## config.mk

```make
export PLATFORM = sky130hd
export DESIGN_NAME = ps2_ascii_decoder
export DESIGN_NICKNAME = d
export VERILOG_FILES = /design/src/rtl/ps2_ascii_decoder.sv
export SDC_FILE = /design/constraint.sdc
export NUM_CORES = 1
export LEC_CHECK = 0
export CAP_MARGIN = 30
export CORE_MARGIN = 8
export CORE_UTILIZATION = 26
export CTS_CLUSTER_DIAMETER = 150
export DETAILED_ROUTE_END_ITERATION = 6
export PLACE_DENSITY_LB_ADDON = 0.25
export SYNTH_ARGS = -nofsm -noshare
export SYNTH_HDL_FRONTEND = slang
export SYNTH_SLANG_ARGS = --single-unit
```

## constraint.sdc

```tcl
create_clock -name clk -period 4.9 [get_ports clk]
set_input_delay 0.98 -clock clk [delete_from_list [all_inputs] [get_ports clk]]
set_output_delay 0.98 -clock clk [all_outputs]
set_load 0.01 [all_outputs]
```

## src/rtl/ps2_ascii_decoder.sv

```systemverilog
// PS/2 scan-code-set-2 receiver and ASCII decoder feeding the text-mode video memory.
// Frames are validated, prefixes/shift/caps tracked, printable keys emitted as one-cycle strobes.
module ps2_ascii_decoder #(
  parameter int TIMEOUT_CYCLES = 50000,
  parameter int SYNC_STAGES    = 2
) (
  input  logic       clk,
  input  logic       reset,
  input  logic       ps2_clk,
  input  logic       ps2_data,
  output logic [7:0] key_in,
  output logic       p_valid,
  output logic       shift_held,
  output logic       caps_lock,
  output logic       frame_err
);

  localparam int TW = $clog2(TIMEOUT_CYCLES + 1);

  typedef enum logic [1:0] {IDLE, BREAK, EXT, EXT_BREAK} state_t;

  logic [SYNC_STAGES-1:0] clkSync_q, dataSync_q;
  logic                   prevClk_q;
  logic [3:0]             bitCnt_q;
  logic [9:0]             frame_q;
  logic [TW-1:0]          timeout_q;
  logic                   scanValid_q;
  logic [7:0]             scanByte_q;
  logic                   frameErr_q;

  logic                   fallEdge;
  logic [10:0]            frame_d;
  logic                   frameOk;

  state_t                 state_q;
  logic                   shiftL_q, shiftR_q, caps_q, pValid_q;
  logic [7:0]             key_q;

  logic                   lookupHit;
  logic [7:0]             baseChar, lookupChar;

  assign fallEdge = prevClk_q & ~clkSync_q[SYNC_STAGES-1];
  // frame_q keeps the ten most recent samples, so frame_d[0] is the start bit on the 11th edge
  assign frame_d  = {dataSync_q[SYNC_STAGES-1], frame_q};
  assign frameOk  = ~frame_d[0] & frame_d[10] & (^frame_d[9:1]);

  always_ff @(posedge clk) begin
    if (reset) begin
      clkSync_q   <= '1;
      dataSync_q  <= '1;
      prevClk_q   <= 1'b1;
      bitCnt_q    <= '0;
      frame_q     <= '0;
      timeout_q   <= '0;
      scanValid_q <= 1'b0;
      scanByte_q  <= '0;
      frameErr_q  <= 1'b0;
    end else begin
      clkSync_q   <= {clkSync_q[SYNC_STAGES-2:0], ps2_clk};
      dataSync_q  <= {dataSync_q[SYNC_STAGES-2:0], ps2_data};
      prevClk_q   <= clkSync_q[SYNC_STAGES-1];
      scanValid_q <= 1'b0;
      frameErr_q  <= 1'b0;
      if (fallEdge) begin
        timeout_q <= '0;
        frame_q   <= frame_d[10:1];
        if (bitCnt_q == 4'd10) begin
          bitCnt_q <= '0;
          if (frameOk) begin
            scanValid_q <= 1'b1;
            scanByte_q  <= frame_d[8:1];
          end else begin
            frameErr_q <= 1'b1;
          end
        end else begin
          bitCnt_q <= bitCnt_q + 4'd1;
        end
      end else if (bitCnt_q != 4'd0) begin
        // A stalled partial frame is dropped silently
        if (timeout_q == TW'(TIMEOUT_CYCLES)) begin
          bitCnt_q  <= '0;
          timeout_q <= '0;
        end else begin
          timeout_q <= timeout_q + TW'(1);
        end
      end
    end
  end

  always_comb begin
    lookupHit = 1'b1;
    baseChar  = 8'h00;
    case (scanByte_q)
      8'h1C: baseChar = 8'h61;  8'h32: baseChar = 8'h62;  8'h21: baseChar = 8'h63;
      8'h23: baseChar = 8'h64;  8'h24: baseChar = 8'h65;  8'h2B: baseChar = 8'h66;
      8'h34: baseChar = 8'h67;  8'h33: baseChar = 8'h68;  8'h43: baseChar = 8'h69;
      8'h3B: baseChar = 8'h6A;  8'h42: baseChar = 8'h6B;  8'h4B: baseChar = 8'h6C;
      8'h3A: baseChar = 8'h6D;  8'h31: baseChar = 8'h6E;  8'h44: baseChar = 8'h6F;
      8'h4D: baseChar = 8'h70;  8'h15: baseChar = 8'h71;  8'h2D: baseChar = 8'h72;
      8'h1B: baseChar = 8'h73;  8'h2C: baseChar = 8'h74;  8'h3C: baseChar = 8'h75;
      8'h2A: baseChar = 8'h76;  8'h1D: baseChar = 8'h77;  8'h22: baseChar = 8'h78;
      8'h35: baseChar = 8'h79;  8'h1A: baseChar = 8'h7A;
      8'h16: baseChar = 8'h31;  8'h1E: baseChar = 8'h32;  8'h26: baseChar = 8'h33;
      8'h25: baseChar = 8'h34;  8'h2E: baseChar = 8'h35;  8'h36: baseChar = 8'h36;
      8'h3D: baseChar = 8'h37;  8'h3E: baseChar = 8'h38;  8'h46: baseChar = 8'h39;
      8'h45: baseChar = 8'h30;
      8'h29: baseChar = 8'h20;  8'h5A: baseChar = 8'h0A;  8'h66: baseChar = 8'h08;
      default: lookupHit = 1'b0;
    endcase

    lookupChar = baseChar;
    if (baseChar >= 8'h61 && baseChar <= 8'h7A && (shift_held ^ caps_q)) begin
      lookupChar = baseChar - 8'h20;
    end else if (baseChar >= 8'h30 && baseChar <= 8'h39 && shift_held) begin
      case (baseChar)
        8'h31: lookupChar = 8'h21;  8'h32: lookupChar = 8'h40;  8'h33: lookupChar = 8'h23;
        8'h34: lookupChar = 8'h24;  8'h35: lookupChar = 8'h25;  8'h36: lookupChar = 8'h5E;
        8'h37: lookupChar = 8'h26;  8'h38: lookupChar = 8'h2A;  8'h39: lookupChar = 8'h28;
        default: lookupChar = 8'h29;
      endcase
    end
  end

  always_ff @(posedge clk) begin
    if (reset) begin
      state_q  <= IDLE;
      shiftL_q <= 1'b0;
      shiftR_q <= 1'b0;
      caps_q   <= 1'b0;
      key_q    <= '0;
      pValid_q <= 1'b0;
    end else begin
      pValid_q <= 1'b0;
      if (scanValid_q) begin
        case (state_q)
          IDLE: begin
            if (scanByte_q == 8'hF0)      state_q  <= BREAK;
            else if (scanByte_q == 8'hE0) state_q  <= EXT;
            else if (scanByte_q == 8'h12) shiftL_q <= 1'b1;
            else if (scanByte_q == 8'h59) shiftR_q <= 1'b1;
            else if (scanByte_q == 8'h58) caps_q   <= ~caps_q;
            else if (lookupHit) begin
              key_q    <= lookupChar;
              pValid_q <= 1'b1;
            end
          end
          BREAK: begin
            if (scanByte_q == 8'h12)      shiftL_q <= 1'b0;
            else if (scanByte_q == 8'h59) shiftR_q <= 1'b0;
            state_q <= IDLE;
          end
          EXT: begin
            if (scanByte_q == 8'hF0) begin
              state_q <= EXT_BREAK;
            end else begin
              if (scanByte_q == 8'h5A) begin
                key_q    <= 8'h0A;
                pValid_q <= 1'b1;
              end
              state_q <= IDLE;
            end
          end
          default: state_q <= IDLE;
        endcase
      end
    end
  end

  assign key_in     = key_q;
  assign p_valid    = pValid_q;
  assign shift_held = shiftL_q | shiftR_q;
  assign caps_lock  = caps_q;
  assign frame_err  = frameErr_q;

endmodule

```

# Yosys cells after proc, flatten, opt, wreduce, memory -nomap -nowiden
# Cells that the tools add are included.
[word_totals]
in_bits = 4
out_inout_bits = 12
register_bits = 59
[classes]
n_eq_ne = 71
n_mux = 46
bitwise = 15
n_lt_le_gt_ge = 4
addsub = 3
n_reduce_logical = 22
[op_table]
columns = ["operator", "count"]
rows = [
  ["one-hot mux 7 bit (39 select lines)", 1],
  ["equality test 8 x 6 -> 1 bit (second input constant)", 32],
  ["equality test 8 x 7 -> 1 bit (second input constant)", 11],
  ["two-way mux 8 bit", 10],
  ["equality test 8 x 5 -> 1 bit (second input constant)", 8],
  ["one-hot mux 7 bit (9 select lines)", 1],
  ["OR reduction 39 bit", 1],
  ["!= test 2 bit (second input constant)", 13],
  ["two-way mux 1 bit", 21],
  ["adder 16 x 1 -> 16 bit (second input constant)", 1],
  ["equality test 16 bit (second input constant)", 1],
  ["equality test 8 bit (second input constant)", 2],
  ["two-way mux 16 bit", 1],
  ["two-way mux 4 bit", 4],
  ["one-hot mux 8 bit (2 select lines)", 1],
  ["NOT 1 bit", 10],
  ["AND reduction 10 bit", 1],
  ["XOR reduction 9 bit", 1],
  [">= comparator 8 x 6 -> 1 bit (second input constant)", 1],
  [">= comparator 8 x 7 -> 1 bit (second input constant)", 1],
  ["<= comparator 8 x 6 -> 1 bit (second input constant)", 1],
  ["<= comparator 8 x 7 -> 1 bit (second input constant)", 1],
  ["AND reduction 8 bit", 1],
  ["nonzero test 2 bit", 4],
  ["21 further kinds", 32],
]

# Depth between registers and ports, before layout
# Gate-level depths: netlist of run 1.
[logic_depth]
word_depth = 14
mapped_depth = 12
ltp_nobuf = 10

# Worst setup path before layout of run 1
# OpenSTA, ideal clock, no wires.
[synth_timing]
path_type = "reg-to-reg"
from = "reg scanByte_q[6]"
to = "reg key_q[7] (netlist: key_in[7])"
arrival_time_ps = 2368
setup_slack_ps = 2461
t_required_ps = 4830
setup_time_ps = 70
stages_incl_launch_ff = 13
synth_period_minus_slack_ps = 2439
cell_sequence = "dfxtp_1 -> buf_2 -> or2_1 -> clkbuf_1 -> a2111oi_0 -> nor3_1 -> nand3_1 -> or3_1 -> inv_1 -> ha_1 -> nand2_1 -> or4_1 -> a21oi_1"
[synth_between]
elab_chain_cells = 13
elab_cells_between_ends = 69
[synth_lines]
columns = ["element", "line", "text"]
rows = [
  ["from (decl)", "28", "logic [7:0] scanByte_q;"],
  ["from (signal assigned)", "71", "scanByte_q <= frame_d[8:1];"],
  ["equality test 8 x 7 -> 1 bit (tied with other cells)", "93", "case (scanByte_q)"],
  ["one-hot mux 7 bit (39 select lines)", "93", ""],
  [">= comparator 8 x 7 -> 1 bit / <= comparator 8 x 7 -> 1 bit (equally long branches)", "112", "if (baseChar >= 8'h61 && baseChar <= 8'h7A && (shift_held ^ caps_q)) begin"],
  ["logical AND 1 bit (2 in a row)", "112", ""],
  ["two-way mux 8 bit", "112", ""],
  ["two-way mux 8 bit", "142", "else if (lookupHit) begin"],
  ["two-way mux 8 bit", "141", "else if (scanByte_q == 8'h58) caps_q <= ~caps_q;"],
  ["two-way mux 8 bit", "140", "else if (scanByte_q == 8'h59) shiftR_q <= 1'b1;"],
  ["two-way mux 8 bit", "139", "else if (scanByte_q == 8'h12) shiftL_q <= 1'b1;"],
  ["two-way mux 8 bit", "138", "else if (scanByte_q == 8'hE0) state_q <= EXT;"],
  ["two-way mux 8 bit", "137", "if (scanByte_q == 8'hF0) state_q <= BREAK;"],
  ["one-hot mux 8 bit (2 select lines)", "135", "case (state_q)"],
  ["to (signal assigned)", "143", "key_q <= lookupChar;"],
  ["to (decl)", "37", "logic [7:0] key_q;"],
]
# Several ways; a longest one is shown, not always the timed one. The select of a mux whose other input is x is not followed.
# A chain may end at the register's enable or synchronous reset.

# Worst setup path after layout of run 1
[layout_timing]
from = "reg scanByte_q[3]"
to = "reg key_q[6] (netlist: key_in[6])"
[layout_between]
elab_chain_cells = 14
elab_cells_between_ends = 84
[layout_lines]
columns = ["element", "line", "text"]
rows = [
  ["equality test 8 x 7 -> 1 bit (tied with other cells)", "93", ""],
  ["one-hot mux 7 bit (39 select lines)", "93", ""],
  [">= comparator 8 x 6 -> 1 bit / <= comparator 8 x 6 -> 1 bit (equally long branches)", "114", "end else if (baseChar >= 8'h30 && baseChar <= 8'h39 && shift_held) begin"],
  ["logical AND 1 bit (2 in a row)", "114", ""],
  ["two-way mux 8 bit", "114", ""],
  ["two-way mux 8 bit", "112", ""],
  ["two-way mux 8 bit", "142", ""],
  ["two-way mux 8 bit", "141", ""],
  ["two-way mux 8 bit", "140", ""],
  ["two-way mux 8 bit", "139", ""],
  ["two-way mux 8 bit", "138", ""],
  ["two-way mux 8 bit", "137", ""],
  ["one-hot mux 8 bit (2 select lines)", "135", ""],
]
# Several ways; a longest one is shown, not always the timed one. The select of a mux whose other input is x is not followed.

==> summary.md, run 1 <==
| Metric | Value |
|---|---|
| Reg2Reg Depth | 10 |
| DIE HEIGHT | 135 um |
| I/O Buffers | 15 |
| GP Congestion | 0.887 |
| DR WL/cell | 14.3 um |
| Layout Skew | 10.8 ps |
| Post_cts resized | 0 |
| Post-CTS Setup Inserts | 0 |
| Synth unique cells | 73 |
| Crit path launch type | flop |
| Wire length of the first global-routing pass | 15.5 mm |
| Num CTS Buffers | 9 |
| Most common cell in the synthesized netlist | dfxtp_1 |
| WP buf/inv | 1 |
| NumNets Final | 468 |
| Leak | 1.49 nW |
| Slew headroom | 34.2% |
| Critical path's top delay family | simple AND/OR/NAND/NOR gates |
| Crit path DAT | 3390 ps |
| RR Startpoint | scanByte_q[3] |
| Area leader, netlist | dfxtp_1 |
| Slowest CP cell | dfxtp_1 |
| F_max | 314 MHz |
| Post-DP HPWL | 6.47 mm |
| Post-DP Area | 3930 sq um |
| DRT iter0 DRCs | 261 |
| Routed vias | 3231 |
| DRT Pass-1 Iters | 4 |
| Register area share after synthesis | 32.2% |
| Max FO, Critical Path | 27 |
| Worst min-delay path startpoint | dataSync_q[0] |
| GR Util All Layers | 10.3% |
| Outcome | finished clean |
| Vias per Instance | 5.03 |
| Peak VDD IR | 0.168 mV |
| Initial Util | 26.5% |
| Setup_tns | 0 ps |
| Post-synth EDFFs | 0 |
| Min-Delay Endpoint | dataSync_q[1] |
| Row Count | 43 |
| Reg2Reg Capture Point | key_in[6] |
| CP Data Required Time | 5100 ps |
| Final worst slack | 1710 ps |
| Syn Inst Count | 456 |
| Syn_area_per_cell | 8.04 sq um |
| IO Count | 16 |
| Vias in the first global route | 3043 |
| Most used cell, CP | nand3_1 |
| Post-route cell area | 4250 sq um |
| Ys async rst share | 0% |
| Layout area overhead | 15.9% |
| Worst Hold Depth | 1 |
| Maxcap violations | 0 |
| Routed WL | 9.18 mm |
| CTS max path bufs | 2 |
| Die width | 135 um |
| List of most frequent post-synthesis cells | dfxtp_1, nor2_1, nand2_1, a21oi_1, nand3_1 |
| Setup slack, reg-to-reg | 1710 ps |
| Largest net degree at the start of global routing | 41 |
| Reg clk slew, reported paths | 50 ps |
| CTS root buf | clkbuf_16 |
| CP Class | flop to flop |
| RSZ-0062 raised after global routing | no |
| Final Hold Violating Endpoints | 0 |
| Critical Path Sink Type | flop |
| Net Count, Synth | 467 |
| Max-slew violations | 0 |
| Final period utilization | 65.1% |
| Worst-path cell chain | nand3b_1, a2111oi_0, nor3_1, nand3_1, or2_2, inv_1, ha_1, nand2b_1, nand3_1, o211ai_1 |
| Ys Warns | 0 |
| Worst-skew pair later-pin latency | 330 ps |
| Crit path time final | 3190 ps |
| H-tree depth | 3 |
| Final setup vio count | 0 |
| Worst path max stage delay | 960 ps |
| Synthesized flop and latch total | 59 |
| Post-route DRC | 0 |
| Dpl ws | 1780 ps |
| Synth top area share | 32.2% |
| CTS tree | built |
| Synth area leaders | dfxtp_1, nor2_1, nand2_1, mux2i_1, xnor2_1 |
| Hold Crit Class | flop to flop |
| Most used DFF post-synth | dfxtp_1 |
| Total power | 0.00114 W |
| Layout cells sized above 1 | 7.58% |
| Synth Cell Area | 3660 sq um |
| Worst slew pin tran | 986 ps |
| Antenna diode count | 0 |
| Core ar. | 13800 sq um |
| ANT nets after route | 0 |
| Die area | 18200 sq um |
| Hold_buf cts | 0 |
| Clock Sinks | 59 |
| Initial antenna violation count | 0 |
| Cell Pwr Density | 269 nW/um^2 |
| Total gr overflow | 0 |
==> cells by family (layout without fill, tap and decap cells) <==
| family | count (synthesis) | in the layout | synth area share (%) |
|---|---|---|---|
| AO/OA/AOI/OAI | 82 | 82 | 16.4 |
| multiplexers | 13 | 13 | 3.55 |
| XOR/XNOR | 27 | 27 | 6.83 |
| AND/OR/NAND/NOR | 226 | 226 | 33.6 |
| adder cells (fa/ha/maj) | 7 | 7 | 2.39 |
| buffers and inverters | 42 | 48 | 4.98 |
| flip-flops | 59 | 59 | 32.2 |
==> final cells by class <==
class	count	area, sq um
fill	1464	9580
timing repair buffer	18	193
clock buffer	11	243
clock inverter	5	52.6
multi-input combinational	355	2300
sequential	59	1180
inverter	14	52.6
tap	180	225
==> state kept, by name, summed over array words and instances, names as in the netlist, 2 cells and up <==
signal      flops
timeout_q      16
frame_q        10
key_in          8
scanByte_q      8
bitCnt_q        4
clkSync_q       2
dataSync_q      2
state_q         2
==> power breakdown <==
group	total [W]	internal, W	switching (W)
combinational	0.0000271	0.00000972	0.0000174
sequential	0.000486	0.000484	0.00000199
clock	0.000630	0.000405	0.000226
total	0.00114	0.000898	0.000245
==> through the flow <==
| stage | utilization (%) | cells | hold WS (ps) |
|---|---|---|---|
| after detailed placement | 28.4 | 625 | 399 |
| after CTS | 30.5 | 641 | 412 |
| after floorplan | - | 456 | 389 |
| after global placement | 28.4 | 625 | 399 |
| final | 30.7 | 642 | 409 |
| after global routing | 30.7 | 642 | 424 |
==> routing by layer <==
| metal | part of all wire (%) | wire (um) | GRT usage [%] |
|---|---|---|---|
| met5 | 0 | 0 | 0 |
| met4 | 1.8 | 166 | 3.87 |
| met3 | 4.3 | 399 | 2.08 |
| met1 | 49 | 4460 | 13.9 |
| met2 | 45 | 4160 | 15.7 |
==> layout by cell type, fill, tap and decap left out, types with 3 or more instances in the layout <==
master / count
nand2b_1: 11
a22oi_1: 4
and3_1: 3
xor2_1: 12
nand3b_1: 6
nor2b_1: 11
nor3b_1: 5
inv_1: 14
a22o_1: 4
nor4b_1: 4
o21ai_0: 11
and2_1: 4
xnor2_1: 14
dfxtp_1: 59
clkinv_2: 3
nand3_1: 16
nor2_1: 58
or4_1: 4
clkdlybuf4s50_1: 15
or3_1: 5
mux2i_1: 13
nand4_1: 6
ha_1: 7
o211ai_1: 6
or2_2: 7
nor3_1: 14
clkbuf_16: 9
a21oi_1: 23
or3b_1: 5
nand2_1: 48
nor4_1: 4
==> worst max path at each step <==
stage | start | to | cells after the start
2_1_floorplan | scanByte_q[6] | key_in[7] | 12
3_3_place_gp | scanByte_q[3] | key_in[2] | 7
3_5_place_dp | scanByte_q[0] | key_in[7] | 10
4_1_cts | scanByte_q[0] | key_in[7] | 10
5_1_grt | scanByte_q[0] | key_in[7] | 10
6_report | scanByte_q[3] | key_in[6] | 10
No activity file was read; power rests on OpenSTA's default activity.
==> inputs of run 2 (changes only) <==
clock period = 3.3 ns   (was 4.9 ns; I/O delays follow)
==> run 2 against run 1 <==
Effect of this change:
- maximum frequency rose by 8.4%
- total power is 58% higher
- sequential share of layout area decreased by 0.67 points
- clock power grew 65%
- critical path type unchanged
==> summary.md, run 2 (same netlist as run 1, synthesis figures left out) <==
| Metric | Value |
|---|---|
| Slew headroom | 57.4% (+23 points) |
| Sequential power share | 40.0% (-2.5 points) |
| GR Util All Layers | 11.2% (+0.94 points) |
| CP Data Required Time | 3510 ps (-1590 ps) |
| Final setup vio count | 0 (unchanged) |
| Post_cts resized | 0 (unchanged) |
| Combinational Power Share | 2.2% (-0.2 points) |
| Setup slack, reg-to-reg | 360 ps (-1350 ps) |
| Reg2Reg Capture Point | key_in[6] |
| CP Class | flop to flop |
| Largest net degree at the start of global routing | 40 (-2.4%) |
| Slowest CP cell | dfxtp_1 |
| Final Hold Violating Endpoints | 0 (unchanged) |
| Routed vias | 3363 (+4.1%) |
| RR Startpoint | scanByte_q[6] |
| F_max | 340 MHz (+8.4%) |
| Leak | 1.56 nW (+4.7%) |
| Maxcap violations | 0 (unchanged) |
| I/O Buffers | 15 (unchanged) |
| Worst-skew pair later-pin latency | 330 ps (about the same) |
| Layout area overhead | 18.8% |
| Max-slew violations | 0 (unchanged) |
| Max FO, Critical Path | 18 (-33%) |
| ANT nets after route | 0 (unchanged) |
| Vias per Instance | 5.15 (+2.3%) |
| WP buf/inv | 1 (unchanged) |
| Worst-path cell chain | nor4b_4, a22oi_1, o22a_1, o211ai_2, or2_2, inv_1, ha_1, nand2b_1, nand3_1, o211ai_1 |
| DRT iter0 DRCs | 238 (-8.8%) |
| Worst Hold Depth | 1 (unchanged) |
| CTS root buf | clkbuf_16 |
| CTS tree | built |
| Routed WL | 9.70 mm (+5.6%) |
| Total gr overflow | 0 (unchanged) |
| Num CTS Buffers | 9 (unchanged) |
| Fin cells | 653 (+1.7%) |
| Commonest non-fill, non-tap cell in the layout | dfxtp_1 |
| Setup_tns | 0 ps (unchanged) |
| Outcome | finished clean |
| Post-Route Utilization | 31.5% (+0.76 points) |
| Critical Path Sink Type | flop |
| Crit path launch type | flop |
| Vias in the first global route | 3274 (+7.6%) |
| Register with the highest flop count | timeout_q |
| Worst min-delay path startpoint | dataSync_q[0] |
| DRT Pass-1 Iters | 7 (+3) |
| Most frequent cells in the layout | dfxtp_1, nor2_1, nand2_1 |
| Die width | 135 um (unchanged) |
| Min-Delay Endpoint | dataSync_q[1] |
| CTS max path bufs | 2 (unchanged) |
| DP Cell Count | 637 (+1.9%) |
| Reg clk slew, reported paths | 60 ps (about the same) |
| Crit path launch | scanByte_q[6] |
| Worst slew pin tran | 633 ps (-353 ps) |
| Worst path max stage delay | 710 ps (-250 ps) |
| GP Congestion | 0.909 (+2.5%) |
| DR WL/cell | 14.8 um (+3.8%) |
| Critical path's top delay family | simple AND/OR/NAND/NOR gates |
| Post-CTS Setup Inserts | 0 (unchanged) |
| Final period utilization | 89.1% (+24 points) |
| Antenna diode count | 0 (unchanged) |
| Wire length of the first global-routing pass | 16.5 mm (+6.7%) |
| Hold Crit Class | flop to flop |
| Hold slack | 413 ps (+3.44 ps) |
| Fillers | 1468 (+0.27%) |
| Peak VDD IR | 0.223 mV (+32%) |
| Initial Util | 26.5% (unchanged) |
| Cell Pwr Density | 414 nW/um^2 (+54%) |
| Clk pwr share | 57.8% (+2.7 points) |
| Die area | 18200 sq um (unchanged) |
| RSZ-0062 raised after global routing | no |
| NumNets Final | 479 (+2.4%) |
| Initial antenna violation count | 0 (unchanged) |
| Clock Sinks | 59 (unchanged) |
| Switch share | 20.4% (-1.1 points) |
| Core ar. | 13800 sq um (unchanged) |
| Reg2Reg Depth | 10 (unchanged) |
| Post-route DRC | 0 (unchanged) |
| Internal power | 0.00144 W (+60%) |
| Post-DP HPWL | 7.11 mm (+9.8%) |
| H-tree depth | 3 (unchanged) |
| Crit path time final | 2940 ps (-248 ps) |
| IO Count | 16 (unchanged) |
| Layout cells sized above 1 | 9.94% (+2.4 points) |
| Top flop regs | timeout_q x16, frame_q x10 |
| Crit path DAT | 3150 ps (-240 ps) |
| Layout Skew | 5.63 ps (-5.13 ps) |
| Hold_buf cts | 0 (unchanged) |
| DIE HEIGHT | 135 um (unchanged) |
| Net Sw Power | 0.000367 W (+50%) |
| Row Count | 43 (unchanged) |
| Max FFs per register | 16 (unchanged) |
==> run 2: changes by cell type in the layout (fill, tap and decap cells not counted), sizes merged <==
cell,delta
clkinv,-1
bufinv,+1
buf,+11
==> run 2: metrics by stage <==
stage          power, W  setup WS, ps  cell area, sq um
6_report        0.00180           359              4350
5_1_grt         0.00187          74.9              4350
4_1_cts         0.00183           336              4350
3_5_place_dp   0.000777           343              4020
3_3_place_gp   0.000777           454              4020
2_1_floorplan  0.000764           861              3660
==> run 2: cell type report <==
cell class / instances / area, sq um / share of cell area (%)
Inverter: 14 / 52.6 / 1.21
Multi-Input combinational cell: 355 / 2300 / 52.9
Clock buffer: 11 / 253 / 5.81
Sequential cell: 59 / 1180 / 27.1
Timing Repair Buffer: 29 / 255 / 5.86
Clock inverter: 5 / 85.1 / 1.95
Tap cell: 180 / 225 / 5.17
==> run 2: power groups by stage <==
| stage | Sequential (W) | Combinational [W] | Clock [W] |
|---|---|---|---|
| after floorplan | 0.000736 | 0.0000284 | 0 |
| after detailed placement | 0.000736 | 0.0000411 | 0 |
| after CTS | 0.000721 | 0.0000414 | 0.00107 |
| after global routing | 0.000722 | 0.0000459 | 0.00110 |
| final | 0.000721 | 0.0000405 | 0.00104 |
| after global placement | 0.000736 | 0.0000411 | 0 |
==> run 2: routing by layer <==
metal	up-vias	share of wire, %	track usage (%)
met3	17	5.5	2.86
met4	0	2.3	5.24
met2	101	44	16.5
met1	1602	48	15.0
li1	1643	-	-
met5	-	0	0
==> run 2: worst max path at each step <==
stage                endpoint  slack, ps  depth (start not counted)
finish              key_in[6]        360                         10
global route        key_in[7]         70                         10
CTS                 key_in[6]        340                         10
detailed placement  key_in[6]        340                         10
global placement    key_in[6]        450                         11
floorplan           key_in[7]        860                         12
==> run 2: worst reg2reg max path: stages, from the launching register on <==
cell	delay (ps)
dfxtp_1	710
nor4b_4	560
a22oi_1	170
o22a_1	250
o211ai_2	290
or2_2	190
inv_1	60
ha_1	290
nand2b_1	140
nand3_1	90
o211ai_1	90
